$ cat config.mk
export PLATFORM = sky130hd
export DESIGN_NAME = cpu_host_loader
export DESIGN_NICKNAME = d
export VERILOG_FILES = /design/src/rtl/cpu_host_loader.sv
export SDC_FILE = /design/constraint.sdc
export NUM_CORES = 1
export LEC_CHECK = 0
export ABC_CLOCK_PERIOD_IN_PS = 10200
export BUFFER_PORTS_ARGS = -buffer_cell sky130_fd_sc_hd__buf_4
export CORE_AREA = 10 10 169 171
export DETAILED_ROUTE_END_ITERATION = 6
export DIE_AREA = 0 0 179 181
export GPL_TIMING_DRIVEN = 0
export HOLD_SLACK_MARGIN = 0.03
export MAX_ROUTING_LAYER = met4
export PLACE_DENSITY = 0.7
export SLEW_MARGIN = 25
export SYNTH_ARGS = -nofsm -noshare
export SYNTH_HDL_FRONTEND = slang
export SYNTH_SLANG_ARGS = --single-unit
$ cat constraint.sdc
create_clock -name clk -period 10.2 [get_ports clk]
set_input_delay 2.04 -clock clk [delete_from_list [all_inputs] [get_ports clk]]
set_output_delay 2.04 -clock clk [all_outputs]
set_load 0.01 [all_outputs]
$ cat src/rtl/cpu_host_loader.sv
// Host-side session controller: streams a program into instruction memory,
// runs the CPU for a set number of cycles, then dumps a data-memory region.
module cpu_host_loader #(
  parameter int IMEM_DEPTH = 512,
  parameter int DMEM_DEPTH = 1024,
  parameter int LW         = 11
) (
  input  logic          clk,
  input  logic          arst,
  input  logic          start,
  input  logic [LW-1:0] prog_len,
  input  logic [31:0]   run_cycles,
  input  logic [LW-1:0] dump_len,
  input  logic          in_valid,
  output logic          in_ready,
  input  logic [31:0]   in_data,
  output logic          out_valid,
  input  logic          out_ready,
  output logic [63:0]   out_data,
  output logic          cpu_enable,
  output logic [63:0]   addr_ext,
  output logic          wen_ext,
  output logic          ren_ext,
  output logic [31:0]   wdata_ext,
  output logic [63:0]   addr_ext_2,
  output logic          wen_ext_2,
  output logic          ren_ext_2,
  output logic [63:0]   wdata_ext_2,
  input  logic [63:0]   rdata_ext_2,
  output logic          busy,
  output logic          done
);

  typedef enum logic [2:0] {
    S_IDLE, S_LOAD, S_WLAST, S_RUN, S_RD, S_WAIT, S_DONE
  } state_t;

  state_t        state;
  logic [LW-1:0] cnt, cnt_inc, plen, dlen, p_clamp, d_clamp;
  logic [31:0]   rcnt;

  always_comb begin
    p_clamp = (prog_len > LW'(IMEM_DEPTH)) ? LW'(IMEM_DEPTH) : prog_len;
    d_clamp = (dump_len > LW'(DMEM_DEPTH)) ? LW'(DMEM_DEPTH) : dump_len;
    cnt_inc = cnt + 1'b1;
  end

  assign ren_ext     = 1'b0;
  assign wen_ext_2   = 1'b0;
  assign wdata_ext_2 = '0;

  // Phase skipping is resolved at every phase exit so no idle cycle is
  // spent in an empty phase; the word counter is reused for load and dump.
  always_ff @(posedge clk or posedge arst) begin
    if (arst) begin
      state      <= S_IDLE;
      cnt        <= '0;
      plen       <= '0;
      dlen       <= '0;
      rcnt       <= '0;
      in_ready   <= 1'b0;
      out_valid  <= 1'b0;
      out_data   <= '0;
      cpu_enable <= 1'b0;
      addr_ext   <= '0;
      wen_ext    <= 1'b0;
      wdata_ext  <= '0;
      addr_ext_2 <= '0;
      ren_ext_2  <= 1'b0;
      busy       <= 1'b0;
      done       <= 1'b0;
    end else begin
      case (state)
        S_IDLE: if (start) begin
          plen <= p_clamp;
          dlen <= d_clamp;
          rcnt <= run_cycles;
          cnt  <= '0;
          busy <= 1'b1;
          if (p_clamp != '0) begin
            state    <= S_LOAD;
            in_ready <= 1'b1;
          end else if (run_cycles != '0) begin
            state      <= S_RUN;
            cpu_enable <= 1'b1;
          end else if (d_clamp != '0) begin
            state      <= S_RD;
            ren_ext_2  <= 1'b1;
            addr_ext_2 <= '0;
          end else begin
            state <= S_DONE;
            done  <= 1'b1;
          end
        end
        S_LOAD: if (in_valid) begin
          wen_ext   <= 1'b1;
          addr_ext  <= {{(62-LW){1'b0}}, cnt, 2'b00};
          wdata_ext <= in_data;
          cnt       <= cnt_inc;
          if (cnt_inc == plen) begin
            state    <= S_WLAST;
            in_ready <= 1'b0;
          end
        end else begin
          wen_ext   <= 1'b0;
          addr_ext  <= '0;
          wdata_ext <= '0;
        end
        S_WLAST: begin
          wen_ext   <= 1'b0;
          addr_ext  <= '0;
          wdata_ext <= '0;
          if (rcnt != '0) begin
            state      <= S_RUN;
            cpu_enable <= 1'b1;
          end else if (dlen != '0) begin
            state      <= S_RD;
            cnt        <= '0;
            ren_ext_2  <= 1'b1;
            addr_ext_2 <= '0;
          end else begin
            state <= S_DONE;
            done  <= 1'b1;
          end
        end
        S_RUN: begin
          rcnt <= rcnt - 32'd1;
          if (rcnt == 32'd1) begin
            cpu_enable <= 1'b0;
            if (dlen != '0) begin
              state      <= S_RD;
              cnt        <= '0;
              ren_ext_2  <= 1'b1;
              addr_ext_2 <= '0;
            end else begin
              state <= S_DONE;
              done  <= 1'b1;
            end
          end
        end
        S_RD: begin
          ren_ext_2  <= 1'b0;
          addr_ext_2 <= '0;
          state      <= S_WAIT;
        end
        S_WAIT: if (!out_valid) begin
          out_valid <= 1'b1;
          out_data  <= rdata_ext_2;
        end else if (out_ready) begin
          out_valid <= 1'b0;
          out_data  <= '0;
          cnt       <= cnt_inc;
          if (cnt_inc == dlen) begin
            state <= S_DONE;
            done  <= 1'b1;
          end else begin
            state      <= S_RD;
            ren_ext_2  <= 1'b1;
            addr_ext_2 <= {{(61-LW){1'b0}}, cnt_inc, 3'b000};
          end
        end
        S_DONE: begin
          done  <= 1'b0;
          busy  <= 1'b0;
          state <= S_IDLE;
        end
        default: state <= S_IDLE;
      endcase
    end
  end

endmodule

==> metrics.md <==
| Metric | Value |
|---|---|
| Total power | `3.754 mW` |
| Crit path largest cell delay | `0.45 ns` |
| Syn Inst Count | `994` |
| Largest net degree at the start of global routing | `74` |
| Number of max-cap violations | `0` |
| Crit path kind | `input pin to flip-flop` |
| Layout Nets | `1,623` |
| Setup bufs post-CTS | `0` |
| RSZ-0062 raised after global routing | `false` |
| Via density per instance | `4.923` |
| CTS Hold Buffers Added | `0` |
| Worst-path clk slew | `0.08 ns` |
| Hold Slack | `0.4836 ns` |
| First-pass GRT wire length | `51,950 µm` |
| Initial antenna violation count | `0` |
| Post-synth cell types | `70` |
| Met2 Use GR | `0.3391` |
| Most frequent cells in the layout | `buf_4, dfrtp_1, conb_1` |
| Root Driver | `clkbuf_16` |
| Tightest Hold Check Type | `flip-flop to flip-flop` |
| Router iterations before antenna repair | `5` |
| Core ar. | `25,040 µm²` |
| Register area | `4830 µm²` |
| Slew HR | `0.4503` |
| Worst Path Buf+Inv | `2` |
| Num CTS Buffers | `17` |
| Register bit total from synthesis | `193` |
| Pleak | `7.207 nW` |
| Power Density | `267.9 nW/µm²` |
| Worst-Margin Slew | `0.8170 ns` |
| Sequential fraction of the synthesis area | `0.4748` |
| Hold path cells | `1` |
| Global-route usage over all layers | `0.2088` |
| Max-slew violations | `0` |
| WP depth | `8` |
| M1 GR Usage | `0.2495` |
| Final Cycle Share | `0.3913` |
| Reg2reg setup slack | `7.01 ns` |
| Placed cells | `1,776` |
| Worst Setup End Kind | `flip-flop` |
| Number of synthesized flops with an enable pin | `0` |
| WP data required | `10.51 ns` |
| Clk_lat worst skew | `0.43 ns` |
| Crit Path Max Fanout | `10` |
| Synth warn | `0` |
| Gpl congestion | `0.9193` |
| Final hold violations | `0` |
| Maximum vdd drop | `0.0001299 V` |
| Synth Area per Inst | `10.23 µm²` |
| Ports | `452` |
| Total congestion overflow | `0` |
| Initial core utilization | `0.4063` |
| Crit path DAT | `4.30 ns` |
| Num rows | `58` |
| Total routed wirelength | `34,290 µm` |
| WL/cell | `18.96 µm` |
| Mapped Area | `10,170 µm²` |
| DRT antenna net count | `0` |
| CTS tree | `yes` |
| Met3 usage | `0.05442` |
| Total number of vias | `8,901` |
| Die area | `32,400 µm²` |
| Slowest stage cell, crit path | `nor4_1` |
| Number of global-route vias before repair | `8,920` |
| Worst path cell trace | `buf_4 -> nor4_1 -> nand4_1 -> or2_2 -> o31ai_1 -> nand4b_4 -> buf_6 -> mux2_4` |
| Fill count | `2,255` |
| Status | `finished clean` |
| Share of cells above drive strength 1 | `0.3505` |
| Max frequency | `0.2505 GHz` |
| ANT cells | `0` |
| Gr busiest metal | `met2` |
| Reg2reg path depth | `10` |
| Multi-input logic area | `4429 µm²` |
| Clock Skews | `0.01401 ns` |
| DP HPWL | `27,600 µm` |
| Startpoint Class | `input pin` |
| Die height | `181 µm` |
| H-tree depth | `4` |
| CTS Sinks | `193` |
| Crit path max-delay family | `simple AND/OR/NAND/NOR gates` |
| Top FF cell, synth | `dfrtp_1` |
| Commonest non-fill, non-tap cell in the layout | `buf_4` |
| Async SR Flop Fraction | `1.000` |
| Post-route DRC | `0` |
| Post-cts sizing count | `0` |
| Endpoints failing setup | `0` |
| Final Critical Period | `3.991 ns` |
| Clock buffer depth | `2` |
| 1st-iter DRT viols | `601` |
| Fin Setup TNS | `0 ns` |
| Die W | `179 µm` |
| Synth-to-layout area growth | `37.71%` |
| Non-Filler Instances | `1,808` |
| IO Port Bufs | `279` |
[synthesized netlist by cell type (all sizes together) (3+ instances only)]
cell / count / share of area
nand4b: 3 / 0.0041
nor3: 23 / 0.011
buf: 180 / 0.13
clkbuf: 46 / 0.017
mux2: 12 / 0.016
dfrtp: 193 / 0.47
nand4: 9 / 0.0055
or2: 3 / 0.0018
o21ai: 26 / 0.013
nand3: 25 / 0.013
a311oi: 7 / 0.0060
a21o: 5 / 0.0037
or4: 5 / 0.0041
nand3b: 12 / 0.0089
o22ai: 5 / 0.0031
nand2: 64 / 0.024
a22o: 119 / 0.10
o311ai: 6 / 0.0052
a31oi: 4 / 0.0025
xor2: 6 / 0.0052
and3: 3 / 0.0018
nor2: 74 / 0.028
nand2b: 7 / 0.0043
o211ai: 7 / 0.0052
nor2b: 3 / 0.0018
xnor2: 18 / 0.015
inv: 15 / 0.0055
a211oi: 8 / 0.0059
or3: 9 / 0.0055
o31ai: 12 / 0.0089
nor4: 17 / 0.012
a21oi: 28 / 0.014
ha: 3 / 0.0037
[final cells by class]
class                           instances  area share
Sequential cell                       193      0.3448
Multi-Input combinational cell        731      0.3162
Timing Repair Buffer                  281      0.1534
Buffer                                226      0.1077
Clock buffer                           18     0.03064
Tap cell                              330     0.02947
Clock inverter                         14     0.01322
Inverter                               15    0.004555
[sequential cells by signal, indices dropped and copies added, names as in the netlist, 3 cells and up]
register    cells
rcnt           32
addr_ext       11
state           3
addr_ext_2     11
dlen           11
out_data       64
cnt            11
wdata_ext      32
plen           11
[kinds of logic (layout without fill, tap and decap cells)]
logic type | Yosys count | count (layout) | synth area share
xor gates and xnor gates | 27 | 27 | 0.02743
adders and majority gates | 3 | 3 | 0.003690
and+or+nand+nor | 265 | 265 | 0.1319
AOI/OAI and AO/OA | 250 | 250 | 0.1898
buffers and inverters | 241 | 554 | 0.1539
muxes | 14 | 14 | 0.01820
other | 1 | 172 | 0.0003686
DFF | 193 | 193 | 0.4748
[path summary, 6_finish.rpt]
path,start,endpoint
setup / recovery,run_cycles[25],addr_ext_2[13]$_DFFE_PP0P_
hold / removal,wen_ext$_DFFE_PP0P_,wen_ext$_DFFE_PP0P_
setup reg to reg,cnt[1]$_DFFE_PP0P_,addr_ext_2[13]$_DFFE_PP0P_
hold reg to reg,wen_ext$_DFFE_PP0P_,wen_ext$_DFFE_PP0P_
max in group asynchronous,arst,addr_ext_2[11]$_DFFE_PP0P_
min in group asynchronous,arst,out_data[19]$_DFFE_PP0P_
[per-stage QoR]
stage	util	setup WS, ns	area (µm²)
finish	0.5595	6.209	14010
global route	0.5595	6.087	14010
CTS	0.5593	6.222	14000
detailed placement	0.5348	5.769	13390
global placement	0.5321	0.6034	13320
floorplan	-	2.904	10810
[report_power, final]
part	internal (mW)	switching, mW	leakage, nW
clock	0.335	0.345	0.295
sequential	1.10	0.257	2.50
combinational	0.812	0.903	4.41
total	2.25	1.50	7.21
[metal layers]
layer,up-vias,part of all wire
met2,392,0.49
met5,-,0
met3,41,0.076
li1,4215,-
met1,4253,0.41
met4,0,0.021
Note: power is estimated with default switching activity, not from simulation.
